[src/rtl/shift_sequencer.sv]
// Multi-cycle 32-bit shifter: applies one barrel stage (1,2,4,8,16) per cycle
// through a shared stage datapath, with valid/ready handshakes on both sides.
module shift_sequencer (
  input  logic        clk,
  input  logic        reset,
  input  logic        in_valid,
  output logic        in_ready,
  input  logic [31:0] dataA,
  input  logic [31:0] dataB,
  input  logic [5:0]  Signal,
  output logic        out_valid,
  input  logic        out_ready,
  output logic [31:0] dataOut,
  output logic        op_err,
  output logic        busy
);

  localparam int unsigned DataWidth  = 32;
  localparam int unsigned ShamtWidth = 5;
  localparam int unsigned StageWidth = 3;
  localparam int unsigned FuncWidth  = 6;

  localparam logic [FuncWidth-1:0]  SLL       = 6'b000000;
  localparam logic [FuncWidth-1:0]  SRL       = 6'b000010;
  localparam logic [FuncWidth-1:0]  SRA       = 6'b000011;
  localparam logic [StageWidth-1:0] LastStage = 3'd4;

  typedef enum logic [1:0] {IDLE, SHIFT, DONE} stateE;

  stateE                  state, stateNext;
  logic [DataWidth-1:0]   dataReg, dataNext;
  logic [ShamtWidth-1:0]  shamtReg, shamtNext;
  logic [FuncWidth-1:0]   opReg, opNext;
  logic [StageWidth-1:0]  stageReg, stageNext;
  logic                   errReg, errNext;
  logic [ShamtWidth-1:0]  stepAmt;
  logic [DataWidth-1:0]   stepResult;
  logic                   opSupported;

  // Only the low shift-amount bits matter; upper bits are intentionally dropped.
  logic unusedDataB;
  assign unusedDataB = ^dataB[DataWidth-1:ShamtWidth];

  assign opSupported = (Signal == SLL) || (Signal == SRL) || (Signal == SRA);

  // Shared stage datapath: shift by 2^stage when that shamt bit is set.
  always_comb begin
    stepAmt    = ShamtWidth'(5'd1 << stageReg);
    stepResult = dataReg;
    if (shamtReg[stageReg]) begin
      unique case (opReg)
        SLL:     stepResult = dataReg << stepAmt;
        SRL:     stepResult = dataReg >> stepAmt;
        default: stepResult = DataWidth'($signed(dataReg) >>> stepAmt);
      endcase
    end
  end

  always_comb begin
    stateNext = state;
    dataNext  = dataReg;
    shamtNext = shamtReg;
    opNext    = opReg;
    stageNext = stageReg;
    errNext   = errReg;
    unique case (state)
      IDLE: begin
        if (in_valid) begin
          dataNext  = dataA;
          shamtNext = dataB[ShamtWidth-1:0];
          opNext    = Signal;
          stageNext = '0;
          errNext   = !opSupported;
          stateNext = opSupported ? SHIFT : DONE;
        end
      end
      SHIFT: begin
        dataNext = stepResult;
        if (stageReg == LastStage) begin
          stageNext = '0;
          stateNext = DONE;
        end else begin
          stageNext = stageReg + StageWidth'(1);
        end
      end
      DONE: begin
        if (out_valid && out_ready) stateNext = IDLE;
      end
      default: stateNext = IDLE;
    endcase
  end

  always_ff @(posedge clk) begin
    if (reset) begin
      state    <= IDLE;
      dataReg  <= '0;
      shamtReg <= '0;
      opReg    <= '0;
      stageReg <= '0;
      errReg   <= 1'b0;
    end else begin
      state    <= stateNext;
      dataReg  <= dataNext;
      shamtReg <= shamtNext;
      opReg    <= opNext;
      stageReg <= stageNext;
      errReg   <= errNext;
    end
  end

  // Registered outputs; the result is captured on the first DONE cycle and held.
  always_ff @(posedge clk) begin
    if (reset) begin
      in_ready  <= 1'b1;
      busy      <= 1'b0;
      out_valid <= 1'b0;
      dataOut   <= '0;
      op_err    <= 1'b0;
    end else begin
      in_ready <= (stateNext == IDLE);
      busy     <= (stateNext != IDLE);
      if (state == DONE && !out_valid) begin
        out_valid <= 1'b1;
        dataOut   <= dataReg;
        op_err    <= errReg;
      end else if (out_valid && out_ready) begin
        out_valid <= 1'b0;
      end
    end
  end

endmodule
[config.mk]
export PLATFORM = sky130hd
export DESIGN_NAME = shift_sequencer
export DESIGN_NICKNAME = d
export VERILOG_FILES = /design/src/rtl/shift_sequencer.sv
export SDC_FILE = /design/constraint.sdc
export NUM_CORES = 1
export LEC_CHECK = 0
export CELL_PAD_IN_SITES_DETAIL_PLACEMENT = 0
export CELL_PAD_IN_SITES_GLOBAL_PLACEMENT = 1
export CORE_AREA = 2 2 160 162
export DETAILED_ROUTE_END_ITERATION = 8
export DIE_AREA = 0 0 162 164
export GPL_ROUTABILITY_DRIVEN = 0
export PLACE_DENSITY_LB_ADDON = 0.1
export SKIP_CTS_REPAIR_TIMING = 1
export SLEW_MARGIN = 15
export SYNTH_ARGS = -nofsm -noshare
export SYNTH_HDL_FRONTEND = slang
export SYNTH_SLANG_ARGS = --single-unit
[constraint.sdc]
create_clock -name clk -period 7.7 [get_ports clk]
set_input_delay 1.54 -clock clk [delete_from_list [all_inputs] [get_ports clk]]
set_output_delay 1.54 -clock clk [all_outputs]
set_load 0.01 [all_outputs]
# After elaboration in Yosys (flattened, before gate mapping)
# Index checks and enable logic that the tools add are counted.
# Widths: inputs -> output; s select.
# totals
input_bits,74
register_bits,85
# classes
eq_ne,8
reduce_logical,16
magnitude_cmp,1
shift,4
muxes,16
n_addsub,1
# op_table
cell,n
$pmux 32 s2,2
$mux 32,2
$shl 32x5->32,1
$shr 32x5->32,1
$sshr 32x5->32,1
$eq 6x2->1 const B,3
$logic_not 6->1,2
$mux 2,4
$mux 3,2
$pmux 2 s3,1
$pmux 3 s2,1
$reduce_bool 2->1,3
$shl 1x3->5 const A,1
$logic_not 2->1,2
$lt 3x4->1 const B,1
$ne 2x2->1 const B,2
$reduce_and 2->1,2
$add 3x1->3 const B,1
$bmux 1 s3,1
$eq 3x3->1 const B,1
$mux 1,3
$reduce_and 3->1,1
$eq 2x1->1 const B,1
$eq 2x2->1 const B,1
3 further kinds,6

# Longest topological paths before layout
# logic_depth
word_depth,7
mapped_depth,12
ltp_nobuf,8

# Least setup slack after synthesis
# OpenSTA, ideal clock, no wires.
# synth_path
kind,input to register
start,input in_valid
end,register dataReg[12]
setup_ns,0.092
slack_ns,4.902
t_arrival_ns,2.706
n_path_buf,0
path_stages,5
required_ns,7.608
cell_sequence,o21bai_1 a21oi_1 nor2_1 or4_1 o32ai_1
# synth_via
elab_chain_len,2
# synth_rtl
element,line_no,text
from (decl),6,"input logic in_valid,"
$ne 2x2->1 (no line),--,
$reduce_and 3->1 (no line),--,
to (signal assigned),103,dataReg <= dataNext;
to (decl),31,"logic [DataWidth-1:0] dataReg, dataNext;"
# Every way passes these cells.
# A chain may end at the register's enable or synchronous reset.

# Worst setup path in the final report
# layout_path
start,register stageReg[2]
end,register dataReg[5]
# layout_via
elab_chain_len,5
word_cells_on_any_way,11
# layout_rtl
element,line_no,text
from (decl),34,"logic [StageWidth-1:0] stageReg, stageNext;"
from (signal assigned),106,stageReg <= stageNext;
$shl 1x3->5,48,stepAmt = ShamtWidth'(5'd1 << stageReg);
$sshr 32x5->32 (tied with other cells),54,default: stepResult = DataWidth'($signed(dataReg) >>> stepAmt);
$pmux 32 s2,51,unique case (opReg)
$mux 32,50,if (shamtReg[stageReg]) begin
$pmux 32 s2,66,unique case (state)
# Parallel ways exist; a longest one is shown, timed or not. The select of a mux whose other input is x is not followed.

==> results_dict.tcl <==
set metrics [dict create \
    drt_iter0_markers 1522 \
    antenna_found_initial 0 \
    area_growth_pct 13.2 \
    fin_area_mm2 0.00972 \
    vias 10000 \
    power.density_mw_per_mm2 150 \
    async_reset_ff_share_pct 0 \
    syn_inst 1138 \
    cp.arrival_ns 4.63 \
    endpoint_kind "register" \
    synthTopCellsByArea "dfxtp_1, mux4_2, nand2_1, a21oi_1, mux2i_1" \
    yosys.area_share.simple_pct 23.3 \
    ir_drop_v 0.0000931 \
    muxShareOfSynthArea_pct 16.4 \
    required_ns 8.00 \
    cts.path.max_buffers 2 \
    max_freq_mhz 231 \
    n_fill_cell 2676 \
    synthAdderAreaFrac_pct 0.728 \
    synth_xor_area_share_pct 0 \
    critPathLaunchType "register" \
    die_width_um 162 \
    clk_latency_ns 0.36 \
    tns_ns 0 \
    cts_tree "yes" \
    layout_common_cells "nand2_1, a21oi_1, dfxtp_1" \
    synth.top_cell.area_share_pct 19.8 \
    synth_ff_type "dfxtp_1" \
    p_sw_share_pct 37.5 \
    initial_core_util_pct 34.6 \
    boundaryPins 110 \
    portBuffers 82 \
    slew_headroom_pct 17.9 \
    cts_buffers 9 \
    path_clk_slew_ns 0.07 \
    skew_ns 0.00865 \
    first_pass_iters 7 \
    viasPerCell 6.85 \
    hold_viol_final 0 \
    syn_area_per_cell_um2 7.55 \
    fin_crit_sh_pct 56.3 \
    setup_violations 0 \
    p_total_mw 1.46 \
    drive_gt1_share_pct 11.9 \
    synth-compound-area-share_pct 31.1 \
    wl_per_cell_um 30.0 \
    cts.sinks 85 \
    h-tree-depth 3 \
    cts_root_buffer "clkbuf_16" \
    pwr-share-comb_pct 28.5 \
    syn_area_mm2 0.00859 \
    clockPowerShare_pct 34.2 \
    layout_commonest_cell "nand2_1" \
    ys_warn_count 0 \
    grt_overflow 0 \
    dp_hpwl_mm 30.2 \
    power_switching_uw 547 \
    wl_mm 43.8 \
    grt_pass1_vias 9371 \
    synth-seq-area-share_pct 19.8 \
    regArea_mm2 0.00170 \
    internal_power_uw 912 \
    synth_edf_count 0 \
    die_area_mm2 0.0266 \
    ant_nets 0 \
    crit_type "register to register" \
    n_antenna_cell 0 \
    ys_ff_latch 85 \
    postSynthNetCount 1217 \
    p_leak_nw 3.34 \
    period_minus_slack_ns 4.34 \
    final-max-slew-violation-count 0 \
    dpl_cell_area_mm2 0.00940 \
    drc 0 \
    grt_first_pass_wirelength_mm 64.5 \
    worst_hold_slack_ns 0.454 \
    status "completed" \
    maxCapViolations 0 \
    grt_use_total_pct 32.6 \
    worst_pin_slew_ns 1.22 \
    row_count 58 \
    die_y_um 164 \
    rsz0062_at_grt "false" \
    hold_path_class "register to register" \
    yosysUniqueCellTypes 98 \
    grt_max_degree 62 \
    power_frac_seq_pct 37.3 \
    synth_top_family_by_area "compound AO/OA/AOI/OAI gates" \
    cp_max_fo 61 \
    nNetsFinal 1204 \
    post-synth-top-area-cell "dfxtp_1" \
    core_mm2 0.0248 \
    multi_input_area_mm2 0.00618 \
]
-- Yosys cell counts (5+ instances only) --
master and count:
nand2_1 165, a21oi_1 93, dfxtp_1 85, clkbuf_1 75, nor2_1 70, o21ai_0 59
mux2i_1 39, buf_2 30, mux4_2 29, mux2_2 28, nor3_1 28, nand3_1 25
o22ai_1 25, a22oi_1 24, inv_1 21, a211oi_1 20, o211ai_1 19, a31oi_1 18
buf_4 11, nand2b_1 11, nand4_1 11, nor4_1 11, a21o_1 9, a221oi_1 9
buf_6 9, nor2b_1 9, o31ai_1 9, a211o_1 8, nor3b_1 8, o21ai_1 8
o221ai_1 8, and2_1 7, and3_1 7, buf_1 7, and3b_1 6, o2111ai_1 6
a2111oi_0 5, a22o_1 5, a32o_1 5, a32oi_1 5, ha_1 5, or3_1 5
-- state kept, by name (all words and copies together) (netlist names) --
register   flops
dataReg       32
stageReg       3
shamtReg       5
out_valid      1
busy           1
op_err         1
state          2
dataOut       32
errReg         1
opReg          6
in_ready       1
-- final timing paths --
path                             from                        to  slack, ns  cells after the start
max          stageReg[2]$_SDFFE_PP0P_   dataReg[5]$_SDFFE_PP0P_       3.36                     11
min          shamtReg[0]$_SDFFE_PP0P_  shamtReg[0]$_SDFFE_PP0P_       0.45                      2
max reg2reg  stageReg[2]$_SDFFE_PP0P_   dataReg[5]$_SDFFE_PP0P_       3.36                     11
min reg2reg  shamtReg[0]$_SDFFE_PP0P_  shamtReg[0]$_SDFFE_PP0P_       0.45                      2
-- cell families (layout without fill, tap and decap cells) --
group	count (synthesis)	in the layout
flops	85	85
fa+ha+maj	5	5
buf+inv	155	146
simple gates	400	400
mux	100	100
compound gates	393	393
-- power groups by stage --
stage	registers (mW)	clock network [mW]	logic, mW
detailed placement	0.548	0	0.398
floorplan	0.495	0	0.273
global route	0.545	0.521	0.436
finish	0.545	0.499	0.415
global placement	0.551	0	0.401
CTS	0.538	0.506	0.400
-- final cells by class --
type	instances	area share [%]
multi-input combinational	898	63.6
sequential	85	17.5
timing repair buffer	110	10.6
tap	330	4.25
clock buffer	9	2.32
clock inverter	6	0.978
inverter	21	0.811
-- critical path, cell delays in order, from the launching register on --
cell	delay, ns
dfxtp_2	0.32
buf_4	0.56
inv_1	0.53
ha_2	0.33
buf_4	0.31
inv_1	0.11
buf_4	0.40
o21ai_0	0.39
a2111oi_1	0.37
nor4_1	0.13
or4_1	0.60
a31oi_1	0.18
-- stage by stage --
step / setup slack [ns] / utilization (%) / cells
2_1_floorplan: 4.90 / - / 1138
4_1_cts: 3.49 / 39.2 / 1459
5_1_grt: 3.27 / 39.2 / 1459
3_5_place_dp: 3.51 / 37.9 / 1444
6_report: 3.36 / 39.2 / 1459
3_3_place_gp: 3.51 / 37.9 / 1444
-- routing by layer --
metal | global-route usage (%) | wire length, µm | up-vias
met5 | 0 | 0 | -
met4 | 14.0 | 2220 | 0
met3 | 7.42 | 5280 | 144
met2 | 47.4 | 17900 | 761
met1 | 45.9 | 18400 | 4812
li1 | - | - | 4283
Power figures use the tool's default switching activity.
